===== src/rtl/imem_arb_pkg.sv =====
// Shared types and helpers for the instruction-memory arbiter.
// Holds the response-owner encoding, the default memory depth, the NOP
// word returned for out-of-range fetches, and the address range check.
package imem_arb_pkg;

  typedef enum logic [1:0] {
    RSP_NONE   = 2'd0,
    RSP_FETCH  = 2'd1,
    RSP_LOADER = 2'd2
  } rsp_own_e;

  localparam int DEPTH_LOG2_DEF = 8;

  localparam logic [31:0] NOP_WORD = 32'h00000000;

  // True when every byte-address bit above the word index is zero.
  function automatic logic addr_in_range(input logic [31:0] addr, input int depth_log2);
    logic [31:0] hi;
    hi = addr >> (depth_log2 + 2);
    return (hi == 32'd0);
  endfunction

endpackage


===== src/rtl/imem_arb_starve_ctr.sv =====
// Starvation guard for the fetch port: counts loader grants taken while
// fetch is waiting and raises trip once BURST_MAX of them have been taken.
// Only instantiated when IMEM_ARB_STARVE_GUARD_EN is defined.
module imem_arb_starve_ctr #(
  parameter int BURST_MAX = 4
) (
  input  logic clk,
  input  logic reset_n,
  input  logic f_req,
  input  logic l_lock,
  input  logic f_gnt,
  input  logic l_gnt,
  output logic trip
);

  localparam logic [3:0] CNT_MAX = 4'(BURST_MAX);

  logic [3:0] cnt_d;
  logic [3:0] cnt_q;

  // Next count: cleared whenever fetch is idle, served or locked out; else bumps per loader grant.
  always_comb begin
    cnt_d = cnt_q;
    if (l_lock || !f_req || f_gnt) begin
      cnt_d = 4'd0;
    end else if (l_gnt && (cnt_q != CNT_MAX)) begin
      cnt_d = cnt_q + 4'd1;
    end
  end

  // Counter register.
  always_ff @(posedge clk or negedge reset_n) begin
    if (!reset_n) begin
      cnt_q <= 4'd0;
    end else begin
      cnt_q <= cnt_d;
    end
  end

  assign trip = (cnt_q == CNT_MAX) && f_req && !l_lock;

endmodule


===== src/rtl/imem_arbiter.sv =====
// Arbiter sharing the single-port instruction memory between the fetch
// stage and the program loader. Loader has priority; grants are
// combinational and read data returns one cycle later to the owner.
// Optional fetch starvation guard: define IMEM_ARB_STARVE_GUARD_EN.
module imem_arbiter
  import imem_arb_pkg::*;
#(
  parameter int BURST_MAX  = 4,
  parameter int DEPTH_LOG2 = DEPTH_LOG2_DEF
) (
  input  logic                  clk,
  input  logic                  reset_n,
  input  logic                  f_req,
  input  logic [31:0]           f_addr,
  output logic                  f_gnt,
  output logic                  f_rvalid,
  output logic [31:0]           f_rdata,
  input  logic                  l_req,
  input  logic                  l_we,
  input  logic                  l_lock,
  input  logic [31:0]           l_addr,
  input  logic [31:0]           l_wdata,
  output logic                  l_gnt,
  output logic                  l_rvalid,
  output logic [31:0]           l_rdata,
  output logic                  mem_en,
  output logic                  mem_we,
  output logic [DEPTH_LOG2-1:0] mem_addr,
  output logic [31:0]           mem_wdata,
  input  logic [31:0]           mem_rdata
);

  logic                  f_in;
  logic                  l_in;
  logic                  trip;
  logic [DEPTH_LOG2-1:0] f_idx;
  logic [DEPTH_LOG2-1:0] l_idx;
  rsp_own_e              rsp_own_d;
  rsp_own_e              rsp_own_q;
  logic                  rsp_oor_d;
  logic                  rsp_oor_q;
  logic                  unused_byte_bits;

  assign f_in  = addr_in_range(f_addr, DEPTH_LOG2);
  assign l_in  = addr_in_range(l_addr, DEPTH_LOG2);
  assign f_idx = f_addr[DEPTH_LOG2+1:2];
  assign l_idx = l_addr[DEPTH_LOG2+1:2];

  // Byte offset within a word has no meaning for a word-wide memory.
  assign unused_byte_bits = ^{f_addr[1:0], l_addr[1:0]};

`ifdef IMEM_ARB_STARVE_GUARD_EN
  imem_arb_starve_ctr #(
    .BURST_MAX(BURST_MAX)
  ) u_starve_ctr (
    .clk     (clk),
    .reset_n (reset_n),
    .f_req   (f_req),
    .l_lock  (l_lock),
    .f_gnt   (f_gnt),
    .l_gnt   (l_gnt),
    .trip    (trip)
  );
`else
  localparam int UNUSED_BURST_MAX = BURST_MAX;
  assign trip = 1'b0;
`endif

  // Grant selection: lock keeps fetch out, guard trip hands one cycle to fetch, else loader first.
  always_comb begin
    f_gnt = 1'b0;
    l_gnt = 1'b0;
    if (reset_n) begin
      if (l_lock) begin
        l_gnt = l_req;
      end else if (trip) begin
        f_gnt = f_req;
      end else if (l_req) begin
        l_gnt = 1'b1;
      end else begin
        f_gnt = f_req;
      end
    end
  end

  // Memory drive and response bookkeeping for the granted requester; out-of-range accesses never reach memory.
  always_comb begin
    mem_en    = 1'b0;
    mem_we    = 1'b0;
    mem_addr  = '0;
    mem_wdata = 32'd0;
    rsp_own_d = RSP_NONE;
    rsp_oor_d = 1'b0;
    if (l_gnt) begin
      mem_en   = l_in;
      mem_we   = l_in && l_we;
      mem_addr = l_in ? l_idx : '0;
      if (l_in && l_we) begin
        mem_wdata = l_wdata;
      end
      if (!l_we) begin
        rsp_own_d = RSP_LOADER;
        rsp_oor_d = !l_in;
      end
    end else if (f_gnt) begin
      mem_en    = f_in;
      mem_addr  = f_in ? f_idx : '0;
      rsp_own_d = RSP_FETCH;
      rsp_oor_d = !f_in;
    end
  end

  // Response owner register; reset drops any read still in flight.
  always_ff @(posedge clk or negedge reset_n) begin
    if (!reset_n) begin
      rsp_own_q <= RSP_NONE;
      rsp_oor_q <= 1'b0;
    end else begin
      rsp_own_q <= rsp_own_d;
      rsp_oor_q <= rsp_oor_d;
    end
  end

  assign f_rvalid = (rsp_own_q == RSP_FETCH);
  assign l_rvalid = (rsp_own_q == RSP_LOADER);
  assign f_rdata  = (f_rvalid && !rsp_oor_q) ? mem_rdata : NOP_WORD;
  assign l_rdata  = (l_rvalid && !rsp_oor_q) ? mem_rdata : 32'd0;

endmodule

===== config.mk =====
export PLATFORM = sky130hd
export DESIGN_NAME = imem_arbiter
export DESIGN_NICKNAME = d
export VERILOG_FILES = /design/src/rtl/imem_arb_pkg.sv /design/src/rtl/imem_arb_starve_ctr.sv /design/src/rtl/imem_arbiter.sv
export SDC_FILE = /design/constraint.sdc
export NUM_CORES = 1
export LEC_CHECK = 0
export ABC_CLOCK_PERIOD_IN_PS = 3000
export BUFFER_PORTS_ARGS = -buffer_cell sky130_fd_sc_hd__buf_2
export CORE_AREA = 2 2 94 96
export CTS_CLUSTER_DIAMETER = 100
export DETAILED_ROUTE_END_ITERATION = 8
export DIE_AREA = 0 0 96 98
export GPL_ROUTABILITY_DRIVEN = 0
export HOLD_SLACK_MARGIN = 0.12
export SLEW_MARGIN = 30
export SYNTH_ARGS = -nofsm -noshare
export SYNTH_HDL_FRONTEND = slang
export SYNTH_HIERARCHICAL = 1
export SYNTH_SLANG_ARGS = --single-unit

===== constraint.sdc =====
create_clock -name clk -period 3 [get_ports clk]
set_clock_uncertainty 0.15 [all_clocks]
set_input_delay 0.6 -clock clk [delete_from_list [all_inputs] [get_ports clk]]
set_output_delay 0.6 -clock clk [all_outputs]
set_load 0.005 [all_outputs]

==> impl_metrics.toml, run 1 <==
[timing]
tns_ns = 0
tightest_slew_ns = 0.586
final_hold_viol_count = 0
slew_viol_final = 0
rsz0062_at_grt = "false"
setup_violations = 0
finalCritPeriodShare_pct = 93.5
period_minus_slack_ns = 2.80
relSlewSlack_pct = 60.8
fin_hold_ws_ns = 0.416
fmax_mhz = 357

[die]
dieArea_sq_mm = 0.00941
die_w_microns = 96
initial_core_util_pct = 12.9
die_y_microns = 98
pin_count = 244
core_sq_mm = 0.00847
placementRows = 34

[worst_setup_path]
startpoint = "l_addr[24]"
cp.depth = 7
critPathSlowestCell = "nor4_1"
path_buf_inv = 3
crit_type = "in -> out"
critPathCaptureType = "output port"
cpPeakStageDelay_ns = 0.30
endpoint = "mem_wdata[31]"
cp_cell_sequence = "buf_2, nor4_1, nand4_1, nor4_4, buf_12, and3_2, buf_2"
critical-path-top-delay-family = "simple AND/OR/NAND/NOR gates"
worstPathMaxFanout = 34
worst_ep_required_time_ns = 2.25
start_kind = "primary input"
cp.arrival_ns = 2.05
critPathMostFrequentCell = "buf_2"

[logic_synthesis]
async_flop_share_pct = 100
avgSynthCellArea_sq_um = 6.89
ys_warn_count = 6
synthCells = 159
ys_types = 22
synth_nets = 293
synth-edff-count = 0
synth.cell_area_sq_mm = 0.00110
synthFlopType = "dfrtp_1"
ys_seq_elements = 3
ys_seq_area_share_pct = 6.85

[drt]
ant_nets = 0
wirelength_microns = 5310
avgRoutedWirePerCell_microns = 10.6
first_pass_iters = 4
vias = 2015
via_per_inst = 4.01
drt-initial-drc-count = 19
drc_errors = 0

[cells_and_area]
layout-drive-gt1-share_pct = 65.1
nNetsFinal = 530
finalNonFillerCells = 503
seqCellArea_sq_um = 75.1
n_antenna_cell = 0
nFillCells = 949
stdcell_area_sq_mm = 0.00246
syn2layout_area_growth_pct = 125
layout_common_cells = "239 x buf_2, 72 x and2_1, 28 x and3_1"
multi_input_area_sq_um = 946
layout_commonest_cell = "buf_2"

[clock_tree]
cts_buffers = 3
tritoncts = "built"
clk_path_buf_depth = 2
htreeDepth = 1
cts.sinks = 3
cts_resized = 0
cts_root_buf = "clkbuf_8"
hold_buffers = 1
path_clk_slew_ns = 0.03
post-cts-setup-buffers = 0

[global_route]
antenna_found_initial = 0
track_usage_pct = 10.1
grt_pass1_vias = 1839
grt_max_degree = 36
grt_pass1_wl_microns = 7910
grt-ovfl-total = 0

[run]
drv_cap = 0

[power]
vdd_ir_drop_max_uv = 95.4
p_per_area_mw_per_mm2 = 122
leakagePower_nw = 1.69

[placed_design]
io_buffers = 239
placedCellCount = 498
place_area_sq_mm = 0.00241

[worst_hold_path]
hold_class = "in -> reg"

[status]
status = "finished clean"
-- power breakdown --
group | leakage (nW) | total [W] | switching [W] | internal, W
registers | 0.0404 | 0.0000431 | 0.000000699 | 0.0000424
clock network | 0.0228 | 0.000114 | 0.0000239 | 0.0000904
logic | 1.63 | 0.000144 | 0.0000562 | 0.0000876
-- flip-flops by register name, indices dropped and copies added, names as in the netlist --
register   flops
rsp_own_q      2
rsp_oor_q      1
-- cell families after synthesis --
kind of cell / synth area share (%)
and+or+nand+nor: 77.1
buffers and inverters: 6.85
AOI/OAI and AO/OA: 9.25
DFF: 6.85
-- how the worst min path moves through the flow --
stage	startpoint	to	slack (ns)	cells after the start
detailed placement	reset_n	rsp_oor_q$_DFF_PN0_	0.26	1
finish	l_lock	rsp_own_q[0]$_DFF_PN0_	0.42	2
CTS	l_lock	rsp_own_q[0]$_DFF_PN0_	0.42	2
global placement	reset_n	rsp_own_q[0]$_DFF_PN0_	0.26	1
floorplan	reset_n	rsp_oor_q$_DFF_PN0_	0.15	0
global route	l_lock	rsp_own_q[0]$_DFF_PN0_	0.43	2
-- through the flow --
stage	power, W	worst slack [ns]	util [%]
floorplan	0.0000798	0.404	-
global placement	0.000184	0.170	28.4
detailed placement	0.000188	0.121	28.4
CTS	0.000305	0.125	29.1
global route	0.000329	0.0167	29.1
finish	0.000301	0.196	29.1
-- cell type report --
class	count	share of cell area (%)
repair buffers	245	51.0
clock buffers	4	1.83
flip-flops and latches	3	3.05
inverters	1	0.153
well taps	108	5.49
multi-input cells	142	38.4
-- cells in the mapped netlist (all sizes together) (2+ instances only) --
cell type	number	area [sq um]
buf	3	33.8
and3	32	205
nand4	2	12.5
nor2	3	11.3
and2	73	458
nor2b	4	25.0
nor4	10	77.6
nor4bb	2	20.0
nand2	2	7.51
clkbuf	10	37.5
a32o	8	80.1
dfrtp	3	75.1
-- metal layers --
metal  global-route usage, %  vias to the layer above  wire length [microns]
met5                       0                        -                      0
met4                    2.31                        0                     14
met3                    1.93                        2                    678
met2                    20.5                      142                   2720
met1                    10.2                      844                   1890
li1                        -                     1027                      -
Power figures use the tool's default switching activity.
==> run 2: changes to the inputs <==
--- a/config.mk
+++ b/config.mk
@@ -5,7 +5,7 @@
 export SDC_FILE = /design/constraint.sdc
 export NUM_CORES = 1
 export LEC_CHECK = 0
-export ABC_CLOCK_PERIOD_IN_PS = 3000
+export ABC_CLOCK_PERIOD_IN_PS = 2900
 export BUFFER_PORTS_ARGS = -buffer_cell sky130_fd_sc_hd__buf_2
 export CORE_AREA = 2 2 94 96
 export CTS_CLUSTER_DIAMETER = 100
@@ -13,7 +13,6 @@
 export DIE_AREA = 0 0 96 98
 export GPL_ROUTABILITY_DRIVEN = 0
 export HOLD_SLACK_MARGIN = 0.12
-export SLEW_MARGIN = 30
 export SYNTH_ARGS = -nofsm -noshare
 export SYNTH_HDL_FRONTEND = slang
 export SYNTH_HIERARCHICAL = 1
==> constraint.sdc (replaced) <==
create_clock -name clk -period 2.9 [get_ports clk]
set_clock_uncertainty 0.15 [all_clocks]
set_input_delay 0.58 -clock clk [delete_from_list [all_inputs] [get_ports clk]]
set_output_delay 0.58 -clock clk [all_outputs]
set_load 0.005 [all_outputs]
==> run 2 against run 1 <==
Largest cell class unchanged. Non-clock buffer count is 2 higher. Critical endpoint unchanged. Sequential power grew 3%. Design area grew 0.61%. Setup slack worse by 0.029 ns. Via count rose by 1.7%. Utilization increased by 0.18 points. Total power is 4.1% higher. Clock power up 5%. Cell count grew 0.40%.
==> impl_metrics.toml, run 2 (synthesis gave the netlist of run 1 again) <==
[global_route]
grt_max_degree = 36
grt-ovfl-total = 0
grt_pass1_wl_microns = 7820
antenna_found_initial = 0
track_usage_pct = 10.1
grt_pass1_vias = 1736

[cells_and_area]
nNetsFinal = 532
n_antenna_cell = 0
stdcell_area_sq_mm = 0.00248
largest_register_ffs = 2
layout_common_cells = "239 x buf_2, 72 x and2_1, 28 x and3_1"
nFillCells = 952
top_regs = "rsp_own_q (2), rsp_oor_q (1)"
regMostFlops = "rsp_own_q"
layout_commonest_cell = "buf_2"
syn2layout_area_growth_pct = 126
layout-drive-gt1-share_pct = 65.2
seqCellArea_sq_um = 75.1
multi_input_area_sq_um = 946

[clock_tree]
htreeDepth = 1
cts.sinks = 3
cts_root_buf = "clkbuf_8"
cts_buffers = 3
clk_path_buf_depth = 2
path_clk_slew_ns = 0.03
tritoncts = "built"
cts_resized = 0

[worst_hold_path]
whs_path_depth = 2
hold_class = "in -> reg"

[drt]
via_per_inst = 4.06
vias = 2050
drt-initial-drc-count = 19
first_pass_iters = 4
avgRoutedWirePerCell_microns = 10.9
ant_nets = 0
drc_errors = 0
wirelength_microns = 5500

[power]
vdd_ir_drop_max_uv = 77.7
p_per_area_mw_per_mm2 = 127
power_w = 0.000313
switching_share_pct = 27.2
intPower_w = 0.000228
pwr-share-seq_pct = 14.2
clkPwrFrac_pct = 38.2
p_comb_share_pct = 47.5
leakagePower_nw = 1.70
p_sw_w = 0.0000854

[timing]
final_hold_viol_count = 0
relSlewSlack_pct = 69.4
setup_violations = 0
period_minus_slack_ns = 2.73
finalCritPeriodShare_pct = 94.2
fmax_mhz = 366
rsz0062_at_grt = "false"
tns_ns = 0
fin_hold_ws_ns = 0.406
tightest_slew_ns = 0.459
slew_viol_final = 0

[status]
status = "finished clean"

[placed_design]
place_area_sq_mm = 0.00241
io_buffers = 239

[die]
initial_core_util_pct = 12.9
pin_count = 244
die_w_microns = 96
dieArea_sq_mm = 0.00941
placementRows = 34
core_sq_mm = 0.00847
die_y_microns = 98

[worst_setup_path]
crit_type = "in -> out"
worst_ep_required_time_ns = 2.17
critPathCaptureType = "output port"
cp.arrival_ns = 2.00
worstPathMaxFanout = 34
start_kind = "primary input"

[run]
drv_cap = 0
[run 2: what timing repair did]
item | 4_1_cts | 5_1_grt
hold buffers | 1 | 0
hold endpoints to repair | 3 | 0
setup buffers | 0 | 1
endpoints found under the setup margin | 0 | 11
[run 2: final timing paths]
kind / from / to / slack (ns)
min: l_lock / rsp_own_q[0]$_DFF_PN0_ / 0.41
max in group asynchronous: reset_n / rsp_oor_q$_DFF_PN0_ / 1.87
min in group asynchronous: reset_n / rsp_own_q[0]$_DFF_PN0_ / 0.59
max: l_addr[16] / mem_wdata[31] / 0.17
[run 2: through the flow]
stage                     worst slack, ns  utilization (%)  cells
after CTS                          0.0761             29.2    504
after detailed placement           0.0716             28.5    499
after floorplan                     0.344                -    159
after global placement              0.112             28.5    499
final                               0.167             29.2    505
after global routing                0.111             29.2    505
[run 2: routing by layer]
metal	global-route usage (%)	vias up	share of wire [%]
met5	0	-	0
met4	2.20	0	0.13
met2	20.5	146	50
met1	10.0	866	37
met3	2.01	2	13
li1	-	1036	-
[run 2: area by class of cell]
cell class / instances / share of cell area, %
timing repair buffer: 247 / 51.3
multi-input combinational: 142 / 38.2
tap: 108 / 5.46
sequential: 3 / 3.03
clock buffer: 4 / 1.82
inverter: 1 / 0.152
[run 2: power groups by stage]
stage	logic [W]	clock network (W)	registers (W)
after CTS	0.000150	0.000123	0.0000447
after detailed placement	0.000149	0	0.0000451
after floorplan	0.0000376	0	0.0000449
final	0.000149	0.000120	0.0000446
after global placement	0.000145	0	0.0000450
after global routing	0.000167	0.000128	0.0000448
[run 2: worst max-delay path, stage by stage]
cell    delay [ns]
buf_2         0.10
or4_4         0.55
nor4_4        0.27
buf_12        0.20
and3_2        0.19
buf_2         0.10
==> run 3: changes to the inputs <==
==> constraint.sdc (replaced) <==
create_clock -name clk -period 2.9 [get_ports clk]
set_clock_uncertainty 0.15 [all_clocks]
set_input_delay 0.58 -clock clk [delete_from_list [all_inputs] [get_ports clk]]
set_output_delay 0.58 -clock clk [all_outputs]
set_load 0.05 [all_outputs]
==> run 3 against run 2 <==
Highest routed layer is now met3. Worst hold slack got worse by 0.015 ns. Non-clock buffer count increased by 5. First-iteration DRC count increased to 3.2 times the previous value. Largest cell class unchanged. Clock power about the same. Setup slack got worse by 0.13 ns. Critical path depth increased by 1. Sequential cell count unchanged. Clock-buffer cell count unchanged. Die area unchanged. Global-route usage decreased by 0.14 points. Cell count increased by 0.99%.
==> impl_metrics.toml, run 3 (synthesis gave the netlist of run 1 again) <==
[placed_design]
place_area_sq_mm = 0.00243
dp_slack_ns = -0.0545
placedCellCount = 501
hpwl_microns = 4730
io_buffers = 239

[timing]
setup_violations = 0
finalCritPeriodShare_pct = 98.6
period_minus_slack_ns = 2.86
slew_viol_final = 0
final_hold_viol_count = 0
setup_ws_ns = 0.0416
tns_ns = 0
tightest_slew_ns = 0.463
relSlewSlack_pct = 69.2
rsz0062_at_grt = "true"
fmax_mhz = 350

[die]
placementRows = 34
die_y_microns = 98
initial_core_util_pct = 12.9
pin_count = 244
die_w_microns = 96
dieArea_sq_mm = 0.00941
core_sq_mm = 0.00847

[global_route]
grt_pass1_vias = 1796
grt-ovfl-total = 0
grt_max_degree = 36
track_usage_pct = 9.92
grt_pass1_wl_microns = 7710
antenna_found_initial = 0

[drt]
vias = 2090
ant_nets = 0
first_pass_iters = 4
drt-initial-drc-count = 61
via_per_inst = 4.10
wirelength_microns = 5820
avgRoutedWirePerCell_microns = 11.4
drc_errors = 0

[cells_and_area]
finalNonFillerCells = 510
nNetsFinal = 537
largest_register_ffs = 2
layout_common_cells = "200 x buf_2, 72 x and2_1, 34 x buf_6"
n_antenna_cell = 0
top_regs = "rsp_own_q (2), rsp_oor_q (1)"
syn2layout_area_growth_pct = 164
post-route-util_pct = 34.1
regMostFlops = "rsp_own_q"
stdcell_area_sq_mm = 0.00289
layout_commonest_cell = "buf_2"
layout-drive-gt1-share_pct = 67.7

[worst_setup_path]
worstPathMaxFanout = 9
critPathCaptureType = "output port"
crit_type = "in -> out"
worst_ep_required_time_ns = 2.17
cp.arrival_ns = 2.13
start_kind = "primary input"

[clock_tree]
tritoncts = "built"
htreeDepth = 1
path_clk_slew_ns = 0.03
cts.sinks = 3
cts_buffers = 3
cts_root_buf = "clkbuf_8"
clk_path_buf_depth = 2

[power]
vdd_ir_drop_max_uv = 73.4
leakagePower_nw = 1.77
p_per_area_mw_per_mm2 = 137

[run]
drv_cap = 0

[worst_hold_path]
hold_class = "in -> reg"

[status]
status = "finished clean"
==> run 3: cell type report <==
type                       instances  area [sq um]
tap                              108           135
inverter                           1          3.75
multi-input combinational        142          1020
clock buffer                       4          45.0
timing repair buffer             252          1610
sequential                         3          75.1
fill                             883          5580
==> run 3: worst paths after layout <==
path,start,to,cells after the start
worst min-delay path,l_lock,rsp_own_q[0]$_DFF_PN0_,2
max in group asynchronous,reset_n,rsp_oor_q$_DFF_PN0_,2
min in group asynchronous,reset_n,rsp_own_q[1]$_DFF_PN0_,2
worst max-delay path,l_addr[16],mem_wdata[15],7
==> run 3: through the flow <==
stage          hold WS, ns  total power, W
3_5_place_dp         0.242        0.000263
4_1_cts              0.384        0.000388
6_report             0.391        0.000395
5_1_grt              0.380        0.000424
2_1_floorplan        0.134        0.000150
3_3_place_gp         0.240        0.000259
==> run 3: critical path: stages <==
cell and delay [ns]:
buf_2 0.10, or4_4 0.55, nor4_4 0.23, buf_6 0.17, clkbuf_16 0.15, and3_1 0.17
buf_6 0.16
==> run 3: report_power, final <==
part	total, W	internal (W)	leakage (nW)	switching [W]
combinational	0.000230	0.0000982	1.71	0.000132
sequential	0.0000446	0.0000439	0.0404	0.000000761
clock	0.000120	0.0000937	0.0228	0.0000266
==> run 3: per-layer routing <==
metal	vias up	part of all wire, %	global-route usage [%]
met5	-	0	0
met2	146	54	20.4
li1	1042	-	-
met1	902	34	9.81
met3	0	12	2.16
met4	0	0	1.65
==> run 3: repair_timing <==
item                                    4_1_cts  5_1_grt
gates cloned                                  0        3
setup buffers                                 0        1
endpoints found under the hold margin         3        0
hold buffers                                  1        0
endpoints found under the setup margin       33       42
gates resized for setup                      33       57
pin swaps                                     0        5
